--- config.mk ---
export PLATFORM = sky130hd
export DESIGN_NAME = mem_access_stage
export DESIGN_NICKNAME = d
export VERILOG_FILES = /design/src/rtl/lca_pkg.sv /design/src/rtl/mem_wb_pipe_reg.sv /design/src/rtl/mem_access_stage.sv
export SDC_FILE = /design/constraint.sdc
export NUM_CORES = 1
export LEC_CHECK = 0
export CORE_ASPECT_RATIO = 0.9
export CORE_MARGIN = 4
export CORE_UTILIZATION = 40
export CTS_BUF_LIST = sky130_fd_sc_hd__clkbuf_4 sky130_fd_sc_hd__clkbuf_8 sky130_fd_sc_hd__clkbuf_16
export CTS_CLUSTER_DIAMETER = 50
export DETAILED_ROUTE_END_ITERATION = 10
export PLACE_DENSITY_LB_ADDON = 0.2
export SLEW_MARGIN = 25
export SYNTH_ARGS = -nofsm -noshare
export SYNTH_HDL_FRONTEND = slang
export SYNTH_SLANG_ARGS = --single-unit
--- constraint.sdc ---
create_clock -name clk -period 4 [get_ports clk]
set_clock_uncertainty 0.1 [all_clocks]
set_input_delay 0.4 -clock clk [delete_from_list [all_inputs] [get_ports clk]]
set_output_delay 0.4 -clock clk [all_outputs]
set_load 0.05 [all_outputs]
--- src/rtl/lca_pkg.sv ---
// Shared LCA pipeline definitions: opcodes, store-data forwarding selects, MEM-stage states.
package lca_pkg;

   localparam logic [3:0] OP_ADD = 4'b0000;
   localparam logic [3:0] OP_ADI = 4'b0001;
   localparam logic [3:0] OP_NDU = 4'b0010;
   localparam logic [3:0] OP_LHI = 4'b0011;
   localparam logic [3:0] OP_LW  = 4'b0100;
   localparam logic [3:0] OP_SW  = 4'b0101;
   localparam logic [3:0] OP_LM  = 4'b0110;
   localparam logic [3:0] OP_SM  = 4'b0111;
   localparam logic [3:0] OP_JAL = 4'b1000;
   localparam logic [3:0] OP_JLR = 4'b1001;
   localparam logic [3:0] OP_BEQ = 4'b1100;

   localparam logic [1:0] F3_REG  = 2'd0;
   localparam logic [1:0] F3_ALU  = 2'd2;
   localparam logic [1:0] F3_LOAD = 2'd3;

   typedef enum logic {
      ST_IDLE   = 1'b0,
      ST_ACCESS = 1'b1
   } mem_state_t;

   // LM/SM reach MEM already split into LW/SW micro-ops, so only these two touch memory.
   function automatic logic is_mem_op(input logic [5:0] op);
      return (op[5:2] == OP_LW) || (op[5:2] == OP_SW);
   endfunction

endpackage

--- src/rtl/mem_wb_pipe_reg.sv ---
// MEM/WB pipeline register: async reset, load enable, and bubble insert that clears only valid.
module mem_wb_pipe_reg #(
   parameter int DW = 16
) (
   input  logic          clk,
   input  logic          reset,
   input  logic          i_load,
   input  logic          i_bubble,
   input  logic          i_valid,
   input  logic [5:0]    i_op,
   input  logic [2:0]    i_regA,
   input  logic [2:0]    i_regC,
   input  logic [DW-1:0] i_alu_out,
   input  logic [DW-1:0] i_load_data,
   input  logic          i_CCR_write,
   output logic          o_valid,
   output logic [5:0]    o_op,
   output logic [2:0]    o_regA,
   output logic [2:0]    o_regC,
   output logic [DW-1:0] o_alu_out,
   output logic [DW-1:0] o_load_data,
   output logic          o_CCR_write
);

   logic          r_valid;
   logic [5:0]    r_op;
   logic [2:0]    r_regA;
   logic [2:0]    r_regC;
   logic [DW-1:0] r_alu_out;
   logic [DW-1:0] r_load_data;
   logic          r_CCR_write;

   always_ff @(posedge clk or posedge reset) begin
      if (reset) begin
         r_valid     <= 1'b0;
         r_op        <= '0;
         r_regA      <= '0;
         r_regC      <= '0;
         r_alu_out   <= '0;
         r_load_data <= '0;
         r_CCR_write <= 1'b0;
      end else if (i_load) begin
         r_valid     <= i_valid;
         r_op        <= i_op;
         r_regA      <= i_regA;
         r_regC      <= i_regC;
         r_alu_out   <= i_alu_out;
         r_load_data <= i_load_data;
         r_CCR_write <= i_CCR_write;
      end else if (i_bubble) begin
         r_valid <= 1'b0;
      end
   end

   assign o_valid     = r_valid;
   assign o_op        = r_op;
   assign o_regA      = r_regA;
   assign o_regC      = r_regC;
   assign o_alu_out   = r_alu_out;
   assign o_load_data = r_load_data;
   assign o_CCR_write = r_CCR_write;

endmodule

--- src/rtl/mem_access_stage.sv ---
// LCA MEM stage: store-data forwarding mux, req/ready data-memory handshake, MEM/WB register.
// Optional access abort after TIMEOUT_CYCLES is enabled with `define MEM_ACCESS_TIMEOUT_EN.
module mem_access_stage #(
   parameter int DW             = 16,
   parameter int TIMEOUT_CYCLES = 255
) (
   input  logic          clk,
   input  logic          reset,
   input  logic          ex_mem_valid,
   input  logic [5:0]    ex_mem_op,
   input  logic [2:0]    ex_mem_regA,
   input  logic [2:0]    ex_mem_regC,
   input  logic [DW-1:0] ex_mem_alu_out,
   input  logic [DW-1:0] ex_mem_regA_data,
   input  logic          ex_mem_CCR_write,
   input  logic [1:0]    F3,
   output logic          dmem_req,
   output logic          dmem_we,
   output logic [DW-1:0] dmem_addr,
   output logic [DW-1:0] dmem_wdata,
   input  logic [DW-1:0] dmem_rdata,
   input  logic          dmem_ready,
   output logic          mem_stall,
   output logic          mem_timeout,
   output logic          mem_wb_valid,
   output logic [5:0]    mem_wb_op,
   output logic [2:0]    mem_wb_regA,
   output logic [2:0]    mem_wb_regC,
   output logic [DW-1:0] mem_wb_alu_out,
   output logic [DW-1:0] mem_wb_load_data,
   output logic          mem_wb_CCR_write,
   output logic          dbg_state
);

   import lca_pkg::*;

   if (TIMEOUT_CYCLES < 1 || TIMEOUT_CYCLES > 255) begin : g_bad_timeout
      $error("TIMEOUT_CYCLES must fit the 8-bit wait counter (1..255)");
   end

   mem_state_t    r_state;
   mem_state_t    w_next_state;
   logic          r_req;
   logic          r_we;
   logic [DW-1:0] r_addr;
   logic [DW-1:0] r_wdata;
   logic          r_timeout;
   logic          w_is_mem;
   logic          w_accept;
   logic          w_retire;
   logic          w_bubble;
   logic          w_timeout;
   logic [DW-1:0] w_store_data;
   logic [DW-1:0] w_load_data;
   logic          w_is_lw;

   assign w_is_mem = ex_mem_valid && is_mem_op(ex_mem_op);
   assign w_is_lw  = (ex_mem_op[5:2] == OP_LW);

   // Encoding 1 is unused by the forwarding unit and falls back to the ID-stage value.
   always_comb begin
      w_store_data = ex_mem_regA_data;
      case (F3)
         F3_ALU:  w_store_data = mem_wb_alu_out;
         F3_LOAD: w_store_data = mem_wb_load_data;
         default: w_store_data = ex_mem_regA_data;
      endcase
   end

`ifdef MEM_ACCESS_TIMEOUT_EN
   logic [7:0] r_wait_cnt;

   always_ff @(posedge clk or posedge reset) begin
      if (reset) begin
         r_wait_cnt <= '0;
      end else if (r_state == ST_IDLE) begin
         r_wait_cnt <= '0;
      end else begin
         r_wait_cnt <= r_wait_cnt + 8'd1;
      end
   end

   // Fires in the TIMEOUT_CYCLES-th ACCESS cycle; a ready in the same cycle takes priority.
   assign w_timeout = (r_state == ST_ACCESS) && !dmem_ready &&
                      (r_wait_cnt == 8'(TIMEOUT_CYCLES - 1));
`else
   assign w_timeout = 1'b0;
`endif

   always_comb begin
      w_next_state = r_state;
      w_accept     = 1'b0;
      w_retire     = 1'b0;
      w_bubble     = 1'b0;
      mem_stall    = 1'b0;
      case (r_state)
         ST_IDLE: begin
            if (w_is_mem) begin
               w_accept     = 1'b1;
               w_bubble     = 1'b1;
               mem_stall    = 1'b1;
               w_next_state = ST_ACCESS;
            end else begin
               w_retire = 1'b1;
            end
         end
         ST_ACCESS: begin
            if (dmem_ready || w_timeout) begin
               w_retire     = 1'b1;
               w_next_state = ST_IDLE;
            end else begin
               w_bubble  = 1'b1;
               mem_stall = 1'b1;
            end
         end
         default: w_next_state = ST_IDLE;
      endcase
   end

   always_comb begin
      w_load_data = '0;
      if (r_state == ST_ACCESS) begin
         if (dmem_ready) begin
            w_load_data = w_is_lw ? dmem_rdata : '0;
         end else if (w_timeout) begin
            w_load_data = '1;
         end
      end
   end

   always_ff @(posedge clk or posedge reset) begin
      if (reset) begin
         r_state   <= ST_IDLE;
         r_req     <= 1'b0;
         r_we      <= 1'b0;
         r_addr    <= '0;
         r_wdata   <= '0;
         r_timeout <= 1'b0;
      end else begin
         r_state   <= w_next_state;
         r_timeout <= w_timeout;
         if (w_accept) begin
            r_req   <= 1'b1;
            r_we    <= (ex_mem_op[5:2] == OP_SW);
            r_addr  <= ex_mem_alu_out;
            r_wdata <= w_store_data;
         end else if (w_retire) begin
            r_req <= 1'b0;
         end
      end
   end

   mem_wb_pipe_reg #(.DW(DW)) u_mem_wb (
      .clk         (clk),
      .reset       (reset),
      .i_load      (w_retire),
      .i_bubble    (w_bubble),
      .i_valid     (ex_mem_valid),
      .i_op        (ex_mem_op),
      .i_regA      (ex_mem_regA),
      .i_regC      (ex_mem_regC),
      .i_alu_out   (ex_mem_alu_out),
      .i_load_data (w_load_data),
      .i_CCR_write (ex_mem_CCR_write),
      .o_valid     (mem_wb_valid),
      .o_op        (mem_wb_op),
      .o_regA      (mem_wb_regA),
      .o_regC      (mem_wb_regC),
      .o_alu_out   (mem_wb_alu_out),
      .o_load_data (mem_wb_load_data),
      .o_CCR_write (mem_wb_CCR_write)
   );

   assign dmem_req    = r_req;
   assign dmem_we     = r_we;
   assign dmem_addr   = r_addr;
   assign dmem_wdata  = r_wdata;
   assign mem_timeout = r_timeout;
   assign dbg_state   = r_state;

endmodule
-- Yosys cells after proc, flatten, opt, wreduce, memory -nomap -nowiden
Cells that the tools add are included.
- magnitude comparators: 0
- mux-type cells: 15
- shift operators: 0
- add/sub/neg operators: 0
- div/mod/pow operators: 0
- equal/unequal tests: 4
- reduce and logical (&&, ||, !) cells: 4
- bitwise logic cells: 1
- multipliers: 0
- operator list (cell ; count):
    $mux W16 ; 3
    $pmux W16 S2 ; 1
    $mux W1 ; 9
    $eq A4 B3 Y1 const B ; 2
    $eq A2 B2 Y1 const B ; 2
    $pmux W1 S2 ; 2
    $reduce_bool A2 Y1 ; 2
    $logic_and A1 B1 Y1 ; 1
    $logic_or A1 B1 Y1 ; 1
    $not A1 Y1 ; 1
- memories kept: 0
- latch bits: 0
- input port bits: 67
- output and inout port bits: 83
- ROM bits: 0
- bits in registers: 81
- word-level logic and storage cells: 36
- memory bits (writable): 0

-- Logic depth before layout (Yosys ltp)
Gate-level depths: netlist (run 1).
- word-level depth: 7
- mapped depth: 5
- depth with buffers taken out: 4

-- By module
A second synthesis (run 1) with hierarchy kept.
- cell total of the unflattened synthesis: 252
- area, all modules: 3741.1 um^2
- by module, submodules not included (module ; times used ; seq. area each (um^2) ; cells each ; area an instance (um^2)):
    mem_access_stage ; 1 ; 875.8 ; 153 ; 1911.8
    mem_wb_pipe_reg ; 1 ; 1151.1 ; 99 ; 1829.3

-- Worst setup path after synthesis (run 1)
No wires, ideal clock.
- path type: register -> output
- from: register r_state (netlist: dbg_state)
- to: output port mem_stall
- data required time: 3.500 ns
- setup slack: 2.059 ns
- stages on the path, launching flop included: 5
- buffers on the path: 1
- arrival time: 1.441 ns
- cells stage by stage: dfrtp_1 -> and2b_1 -> a21oi_4 -> inv_2 -> buf_2
- word-level cells in the longest chain between the ends: 2
- ends and longest elaborated chain (what ; RTL line ; RTL):
    start, declared ; mem_access_stage.sv:41 ; mem_state_t r_state;
    start signal, assigned ; mem_access_stage.sv:140 ; r_state <= w_next_state;
    $not A1 Y1 ; n/a ;
    $pmux W1 S2 (*) ; mem_access_stage.sv:96 ; case (r_state)
    end, declared ; mem_access_stage.sv:23 ; output logic mem_stall,
Mark *: on every way between the ends. The rest lies on a longest branch, timed or not.

-- Final worst setup path (run 1)
- from: input port ex_mem_op[5]
- to: output port mem_stall
- word-level cells in the longest chain between the ends: 5
- elaborated cells on any way between the ends: 6
- classes of those cells: eq/ne: 2; mux: 2; reduce/logical: 2
- ends and longest elaborated chain (what ; RTL line ; RTL):
    start, declared ; mem_access_stage.sv:10 ; input logic [5:0] ex_mem_op,
    $eq A4 B3 Y1 ; lca_pkg.sv:27 ; return (op[5:2] == OP_LW) || (op[5:2] == OP_SW);
    $logic_or A1 B1 Y1 (*) ; lca_pkg.sv:27 ;
    $logic_and A1 B1 Y1 (*) ; mem_access_stage.sv:57 ; assign w_is_mem = ex_mem_valid && is_mem_op(ex_mem_op);
    $mux W1 (*) ; mem_access_stage.sv:98 ; if (w_is_mem) begin
    $pmux W1 S2 (*) ; mem_access_stage.sv:96 ;
Marked as above.

==> impl_metrics.env, run 1 <==
export IMPL_critPathMaxFanout=3
export IMPL_dpl_hpwl_mm=6.16
export IMPL_design_core_area_mm2=0.00815
export IMPL_cp_common_cell="clkdlybuf4s50_1"
export IMPL_ant_nets=0
export IMPL_relSlewSlack_pct=39.5
export IMPL_peakVddDrop_uv=271
export IMPL_ctsLongestPathBuffers=2
export IMPL_drcViolationCount=0
export IMPL_yosysWarnings=0
export IMPL_status="finished, final reports clean"
export IMPL_hold_violations=0
export IMPL_required_ns=3.50
export IMPL_gp_congestion=0.767
export IMPL_fp_dieW_um=105
export IMPL_seq_area_frac_synth_pct=59.9
export IMPL_wire_per_inst_um=17.9
export IMPL_portBuffers=148
export IMPL_cts_sinks=81
export IMPL_cts_htree_levels=3
export IMPL_slowest_stage="clkdlybuf4s50_1"
export IMPL_finalNonFillerCells=491
export IMPL_synthTopCellsByCount="81 x dfrtp_1, 58 x mux2_2, 18 x a22o_1"
export IMPL_worst_pin_slew_ns=0.905
export IMPL_postCtsSetupBuffers=0
export IMPL_worstPathCellList="clkdlybuf4s50_1 -> nor3b_4 -> a21oi_4 -> inv_2 -> clkdlybuf4s50_1"
export IMPL_crit_type="input port to output pin"
export IMPL_grt_max_degree=35
export IMPL_io_pins=150
export IMPL_setup_worst_path_start="ex_mem_op[5]"
export IMPL_wirelength_mm=8.79
export IMPL_rows=31
export IMPL_syn_num_nets=304
export IMPL_place_inst=475
export IMPL_synth_edf_count=0
export IMPL_maxSlewViolCount=0
export IMPL_cts_hold_buffers=0
export IMPL_vias=2497
export IMPL_die_area_mm2=0.0100
export IMPL_cpPeakStageDelay_ns=0.79
export IMPL_diodes=0
export IMPL_cp_buffers_inverters=3
export IMPL_antenna_found_initial=0
export IMPL_clk_latency_ns=0.34
export IMPL_end_kind="output pin"
export IMPL_setup_tns_final_ns=0
export IMPL_ys_ff_latch=81
export IMPL_cp_depth=5
export IMPL_drive_gt1_share_pct=22.4
export IMPL_clockRootBuffer="clkbuf_8"
export IMPL_die_h_um=95.3
export IMPL_crit_family="buffers and inverters"
export IMPL_worst_endpoint_arrival_ns=2.20
export IMPL_gr_total_overflow=0
export IMPL_synthesis_area_mm2=0.00338
export IMPL_reg2regPathDepth=3
export IMPL_ys_async_sr_fraction_pct=100
export IMPL_grt_pass1_wl_mm=14.0
export IMPL_start_util_pct=41.5
export IMPL_cts_repair_resized=0
export IMPL_min_path_type="input port to asynchronous set/reset pin"
export IMPL_firstDrtPassIters=4
export IMPL_synth_most_common_cell="dfrtp_1"
export IMPL_syn_inst=237
export IMPL_cap_violations=0
export IMPL_drtIter0Drc=46
export IMPL_power_leakage_nw=2.22
export IMPL_clock_fmax_mhz=370
export IMPL_ys_types=23
export IMPL_setup_violations=0
export IMPL_start_kind="input port"
export IMPL_cts_tree="built"
export IMPL_path_clk_slew_ns=0.08
export IMPL_rr_startpoint="dbg_state"
export IMPL_viasPerCell=5.09
export IMPL_area_delta_synth_final_pct=51.8
export IMPL_rsz0062_at_grt="no"
export IMPL_yosys_area_top_type_share_pct=59.9
export IMPL_synth_avg_cell_area_um2=14.3
export IMPL_period_share_pct=67.6
export IMPL_fin_nets=455
export IMPL_grt_usage_pct=17.8
export IMPL_netlist_top_cells_area="dfrtp_1 60%, mux2_2 19%, mux2i_1 5.0%, a22o_1 4.7%, a21oi_1 2.5%"
export IMPL_yosys_area_top_type="dfrtp_1"
export IMPL_fin_crit_ns=2.70
export IMPL_numCtsBuffers=9
export IMPL_ys_flop_type="dfrtp_1"
export IMPL_grt_pass1_vias=2746
export IMPL_p_per_area_mw_per_mm2=472
-- layer usage --
metal  global-route usage, %  share of wire [%]  vias to the layer above
li1                        -                  -                     1146
met1                    22.3                 44                     1243
met2                    29.3                 46                      102
met3                    8.06                9.2                        6
met4                    2.62               0.60                        0
met5                       0                  0                        -
-- worst register-to-register path: cells and delay by family (launching register included) --
kind | cells | cell delay, ns
flip-flops | 1 | 0.45
multiplexers | 1 | 0.51
AND/OR/NAND/NOR | 2 | 0.86
-- path summary, 6_finish.rpt --
path / end / slack (ns)
max: mem_stall / 1.30
min: u_mem_wb.o_op[1] / 0.29
max reg2reg: dmem_wdata[1] / 1.96
min reg2reg: dmem_req / 0.38
max in group asynchronous: u_mem_wb.o_load_data[13] / 2.78
min in group clk: dmem_req / 0.38
-- power breakdown --
group          internal (mW)  switching [mW]  total [mW]
registers              0.922          0.0553       0.977
clock network          0.324           0.276       0.600
logic                  0.326           0.521       0.847
-- layout make-up --
type                       instances  area, um2
tap                               99        124
multi-input combinational        140       1250
fill                             666       3010
clock buffer                      12        159
timing repair buffer             154       1530
clock inverter                     3       40.0
sequential                        81       2030
inverter                           2       8.76
-- cells in the final DEF, fill, tap and decap left out, drive strengths merged --
master         count
nand2              4
a21oi             18
conb               1
clkdlybuf4s50    147
mux2              59
dfrtp             81
nor2b              1
buf                7
nor3b              1
and2               1
clkbuf            12
bufinv             1
mux2i             17
clkinv             3
nand2b             1
nor4b              1
nor2              17
and2b              1
a22o              18
inv                1
-- per-stage QoR --
| stage | instance area [um2] | hold slack, ns | total power [mW] | utilization, % | setup slack (ns) |
|---|---|---|---|---|---|
| floorplan | 3380 | 0.429 | 1.52 | - | 1.42 |
| global placement | 4930 | 0.381 | 1.84 | 60.6 | 1.34 |
| detailed placement | 4930 | 0.365 | 1.85 | 60.5 | 1.31 |
| CTS | 5130 | 0.292 | 2.46 | 62.9 | 1.31 |
| global route | 5140 | 0.320 | 2.53 | 63.1 | 1.24 |
| finish | 5140 | 0.288 | 2.42 | 63.1 | 1.30 |
-- cells by family after synthesis --
| family | synth area share (%) |
|---|---|
| DFF | 59.9 |
| muxes | 24.8 |
| AOI/OAI and AO/OA | 7.66 |
| and+or+nand+nor | 4.51 |
| buffers and inverters | 3.03 |
| other | 0.111 |
-- registers in the layout (all words and copies together) (netlist names) --
signal	flops
dmem_we	1
u_mem_wb.o_alu_out	16
u_mem_wb.o_regA	3
dmem_addr	16
u_mem_wb.o_regC	3
u_mem_wb.o_valid	1
u_mem_wb.o_load_data	16
dmem_req	1
u_mem_wb.o_op	6
dbg_state	1
u_mem_wb.o_CCR_write	1
dmem_wdata	16
Power figures use the tool's default switching activity.
==> run 2, diff against run 1 <==
==> constraint.sdc (replaced) <==
create_clock -name clk -period 2.58 [get_ports clk]
set_clock_uncertainty 0.1 [all_clocks]
set_input_delay 0.258 -clock clk [delete_from_list [all_inputs] [get_ports clk]]
set_output_delay 0.258 -clock clk [all_outputs]
set_load 0.05 [all_outputs]
==> run 2 against run 1 <==
  * Cell area increased by 1.6%
  * Critical path depth unchanged
  * Routed wire length decreased by 2.9%
  * Sequential power increased by 56%
  * Final cell count increased by 0.20%
  * First-iteration DRC count decreased by 48%
  * Utilization increased by 0.98 points
  * Register-to-register slack got worse by 1.2 ns
  * Non-clock buffer count increased by 1
  * Global-route usage decreased by 0.56 points
  * Largest cell class unchanged
==> impl_metrics.env, run 2 (synthesis results as in run 1) <==
export IMPL_cts_repair_resized=0
export IMPL_clk_latency_ns=0.34
export IMPL_drcViolationCount=0
export IMPL_setup_violations=0
export IMPL_met2_length_mm=3.99
export IMPL_grt_pass1_wl_mm=13.4
export IMPL_die_area_mm2=0.0100
export IMPL_peakVddDrop_uv=428
export IMPL_status="finished, final reports clean"
export IMPL_final_common_cell="clkdlybuf4s50_1"
export IMPL_required_ns=2.22
export IMPL_min_path_type="input port to asynchronous set/reset pin"
export IMPL_portBuffers=148
export IMPL_start_kind="input port"
export IMPL_rows=31
export IMPL_gp_congestion=0.759
export IMPL_relSlewSlack_pct=50.3
export IMPL_fin_ws_ns=0.419
export IMPL_worst_pin_slew_ns=0.745
export IMPL_die_h_um=95.3
export IMPL_ant_nets=0
export IMPL_period_share_pct=83.7
export IMPL_firstDrtPassIters=4
export IMPL_path_clk_slew_ns=0.08
export IMPL_numCtsBuffers=9
export IMPL_wire_per_inst_um=17.4
export IMPL_io_pins=150
export IMPL_diodes=0
export IMPL_cts_hold_buffers=0
export IMPL_cts_tree="built"
export IMPL_cap_violations=0
export IMPL_clock_fmax_mhz=463
export IMPL_wirelength_mm=8.54
export IMPL_vias=2467
export IMPL_grt_max_degree=43
export IMPL_worst_endpoint_arrival_ns=1.80
export IMPL_end_kind="output pin"
export IMPL_area_delta_synth_final_pct=54.2
export IMPL_drive_gt1_share_pct=22.6
export IMPL_met1_length_mm=3.58
export IMPL_start_util_pct=41.5
export IMPL_power_leakage_nw=2.26
export IMPL_dpl_hpwl_mm=6.21
export IMPL_highest_layer="met4"
export IMPL_p_per_area_mw_per_mm2=769
export IMPL_crit_type="input port to output pin"
export IMPL_setup_tns_final_ns=0
export IMPL_cts_htree_levels=3
export IMPL_postCtsSetupBuffers=0
export IMPL_grt_pass1_vias=2558
export IMPL_mostFrequentLayoutCells="147 x clkdlybuf4s50_1, 81 x dfrtp_1, 58 x mux2_2"
export IMPL_antenna_found_initial=0
export IMPL_ctsLongestPathBuffers=2
export IMPL_routed_wl_met3_um=921
export IMPL_gr_total_overflow=0
export IMPL_rsz0062_at_grt="no"
export IMPL_critPathMaxFanout=21
export IMPL_design_core_area_mm2=0.00815
export IMPL_fin_crit_ns=2.16
export IMPL_drtIter0Drc=24
export IMPL_post_place_ws_ns=0.391
export IMPL_hold_violations=0
export IMPL_fp_dieW_um=105
export IMPL_viasPerCell=5.01
export IMPL_maxSlewViolCount=0
export IMPL_fin_nets=456
export IMPL_cts_sinks=81
export IMPL_clockRootBuffer="clkbuf_8"
export IMPL_grt_usage_pct=17.2
==> run 2: cell count changes in the layout (fill, tap and decap cells not counted), sizes merged <==
cell / previous run / this run
clkbuf: 12 / 10
bufinv: 1 / 4
buf: 7 / 8
clkinv: 3 / 2
==> run 2: final cells by class <==
type / instances / area, um2
Fill cell: 661 / 2930
Sequential cell: 81 / 2030
Inverter: 2 / 8.76
Clock buffer: 10 / 131
Clock inverter: 5 / 129
Tap cell: 99 / 124
Timing Repair Buffer: 155 / 1540
Multi-Input combinational cell: 140 / 1250
==> run 2: power breakdown <==
| part | switching [mW] | internal [mW] | leakage (nW) | total (mW) |
|---|---|---|---|---|
| combinational | 0.802 | 0.507 | 1.13 | 1.31 |
| clock | 0.438 | 0.748 | 0.130 | 1.19 |
| sequential | 0.0867 | 1.43 | 0.999 | 1.52 |
| total | 1.33 | 2.68 | 2.26 | 4.01 |
==> run 2: worst max-delay path, cell delays in order <==
cell	delay [ns]
clkdlybuf4s50_1	0.52
nor3b_4	0.33
a21oi_4	0.09
inv_2	0.33
buf_4	0.28
==> run 2: final timing paths <==
| kind | slack [ns] | cells after the start | start | to |
|---|---|---|---|---|
| max | 0.42 | 5 | ex_mem_op[5] | mem_stall |
| min | 0.23 | 2 | reset | u_mem_wb.o_CCR_write |
| max reg2reg | 0.75 | 4 | dbg_state | u_mem_wb.o_alu_out[11] |
| min reg2reg | 0.40 | 2 | dmem_req | dmem_req |
| max in group asynchronous | 1.48 | 3 | reset | u_mem_wb.o_op[2] |
| min in group clk | 0.40 | 2 | dmem_req | dmem_req |
==> run 2: metal layers <==
metal	global-route usage, %	vias to the layer above
met4	3.61	0
met1	20.5	1203
met2	28.0	104
li1	-	1155
met3	9.28	5
met5	0	-
==> run 2: through the flow <==
step,power [mW],util (%),hold slack (ns),cell area (um2),cells
floorplan,2.35,-,0.287,3380,237
global placement,2.85,60.9,0.375,4960,477
detailed placement,2.86,60.9,0.378,4960,477
CTS,4.06,64.1,0.243,5220,492
global route,4.18,64.1,0.275,5220,492
finish,4.01,64.1,0.226,5220,492
==> run 3, diff against run 2 <==
==> constraint.sdc (replaced) <==
create_clock -name clk -period 2.15 [get_ports clk]
set_clock_uncertainty 0.1 [all_clocks]
set_input_delay 0.215 -clock clk [delete_from_list [all_inputs] [get_ports clk]]
set_output_delay 0.215 -clock clk [all_outputs]
set_load 0.05 [all_outputs]
==> run 3 against run 2 <==
  * Combinational power increased by 21%
  * Register-to-register slack worse by 0.32 ns
  * Clock-buffer cell count rose by 2
  * Non-clock buffer count grew 3
  * Final cell count up 0.81%
  * First-iteration DRC count rose by 110%
  * Clock power decreased by 3%
  * Routed wire length increased by 2.3%
  * Flip-flop and latch count stayed put
  * Global-route usage up 0.27 points
  * Via count is 1.2% higher
  * Critical path type is now flop to output pin
==> impl_metrics.env, run 3 (synthesis results as in run 1) <==
export IMPL_mostFrequentLayoutCells="147 x clkdlybuf4s50_1, 81 x dfrtp_1, 58 x mux2_2"
export IMPL_die_h_um=95.3
export IMPL_vias=2496
export IMPL_ctsLongestPathBuffers=2
export IMPL_drtIter0Drc=51
export IMPL_worst_pin_slew_ns=0.538
export IMPL_period_share_pct=91.7
export IMPL_post_place_ws_ns=0.127
export IMPL_pwr_share_comb_pct=34.8
export IMPL_routed_wl_met3_um=904
export IMPL_start_kind="flop"
export IMPL_rr_startpoint="dbg_state"
export IMPL_area_delta_synth_final_pct=53.6
export IMPL_grt_max_degree=41
export IMPL_design_core_area_mm2=0.00815
export IMPL_critPathMaxFanout=21
export IMPL_reg2regPathDepth=4
export IMPL_wirelength_mm=8.74
export IMPL_fin_crit_ns=1.97
export IMPL_min_path_type="input port to asynchronous set/reset pin"
export IMPL_cts_sinks=81
export IMPL_place_inst=480
export IMPL_clockRootBuffer="clkbuf_8"
export IMPL_finalNonFillerCells=496
export IMPL_seq_power_share_pct=39.9
export IMPL_rsz0062_at_grt="no"
export IMPL_drive_gt1_share_pct=23.4
export IMPL_p_per_area_mw_per_mm2=876
export IMPL_clockPowerShare_pct=25.3
export IMPL_total_power_mw=4.55
export IMPL_fin_ws_ns=0.177
export IMPL_placed_area_mm2=0.00498
export IMPL_dpl_hpwl_mm=6.32
export IMPL_utilization_pct=63.8
export IMPL_gr_total_overflow=0
export IMPL_drcViolationCount=0
export IMPL_hold_violations=0
export IMPL_required_ns=1.84
export IMPL_clock_fmax_mhz=507
export IMPL_p_int_mw=2.94
export IMPL_die_area_mm2=0.0100
export IMPL_design_area_mm2=0.00519
export IMPL_maxSlewViolCount=0
export IMPL_end_kind="output pin"
export IMPL_diodes=0
export IMPL_gp_congestion=0.779
export IMPL_firstDrtPassIters=4
export IMPL_cap_violations=0
export IMPL_peakVddDrop_uv=509
export IMPL_setup_violations=0
export IMPL_crit_type="flop to output pin"
export IMPL_met2_length_mm=4.00
export IMPL_io_pins=150
export IMPL_start_util_pct=41.5
export IMPL_grt_pass1_vias=2643
export IMPL_rows=31
export IMPL_ant_nets=0
export IMPL_highest_layer="met4"
export IMPL_cts_tree="built"
export IMPL_status="finished, final reports clean"
export IMPL_portBuffers=148
export IMPL_path_clk_slew_ns=0.09
export IMPL_wire_per_inst_um=17.6
export IMPL_setup_tns_final_ns=0
export IMPL_fp_dieW_um=105
export IMPL_worst_endpoint_arrival_ns=1.66
export IMPL_p_sw_mw=1.61
export IMPL_viasPerCell=5.03
export IMPL_setup_worst_path_start="dbg_state"
export IMPL_switching_share_pct=35.4
export IMPL_grt_pass1_wl_mm=13.6
export IMPL_cts_htree_levels=3
export IMPL_fin_nets=459
export IMPL_whs_ns=0.124
export IMPL_met1_length_mm=3.76
export IMPL_grt_usage_pct=17.5
export IMPL_rrSetupSlack_ns=0.43
export IMPL_antenna_found_initial=0
export IMPL_numCtsBuffers=9
export IMPL_r2r_end="u_mem_wb.o_alu_out[15]"
export IMPL_power_leakage_nw=2.24
export IMPL_clk_latency_ns=0.35
export IMPL_relSlewSlack_pct=64.0
export IMPL_final_common_cell="clkdlybuf4s50_1"
-- run 3: cell types whose count changed in the layout (fill, tap and decap cells not counted) --
cell,previous run,this run
buf_4,7,10
inv_2,1,0
clkbuf_8,9,11
bufinv_16,4,1
clkinvlp_4,0,2
inv_4,0,1
-- run 3: routing by layer --
metal  track usage [%]  vias to the layer above
li1                  -                     1145
met1              21.6                     1223
met2              28.0                      120
met3              8.60                        8
met4              3.93                        0
met5                 0                        -
-- run 3: worst max-delay path by stage --
stage,end,depth (start not counted)
finish,mem_stall,4
global route,mem_stall,4
CTS,mem_stall,4
detailed placement,mem_stall,5
global placement,mem_stall,5
floorplan,u_mem_wb.o_load_data[10],5
-- run 3: power by group through the flow --
stage	sequential, mW	combinational (mW)	clock, mW
finish	1.82	1.58	1.15
global route	1.84	1.65	1.26
CTS	1.82	1.60	1.19
detailed placement	1.85	1.60	0
global placement	1.84	1.59	0
floorplan	2.53	0.294	0
-- run 3: critical path: stages (launching register included) --
cell	delay [ns]
dfrtp_1	0.44
nor3b_4	0.30
a21oi_4	0.11
inv_4	0.22
buf_4	0.25
-- run 3: final cells by class --
| type | instances | area, um2 |
|---|---|---|
| clock buffer | 12 | 159 |
| multi-input combinational | 140 | 1250 |
| clock inverter | 4 | 51.3 |
| timing repair buffer | 158 | 1570 |
| tap | 99 | 124 |
| fill | 665 | 2950 |
| sequential | 81 | 2030 |
| inverter | 2 | 13.8 |
-- run 3: timing repair --
action                     CTS  global route
setup endpoints to repair    0             1
gates resized for setup      0             2
hold buffers                 0             0
setup buffers                0             0
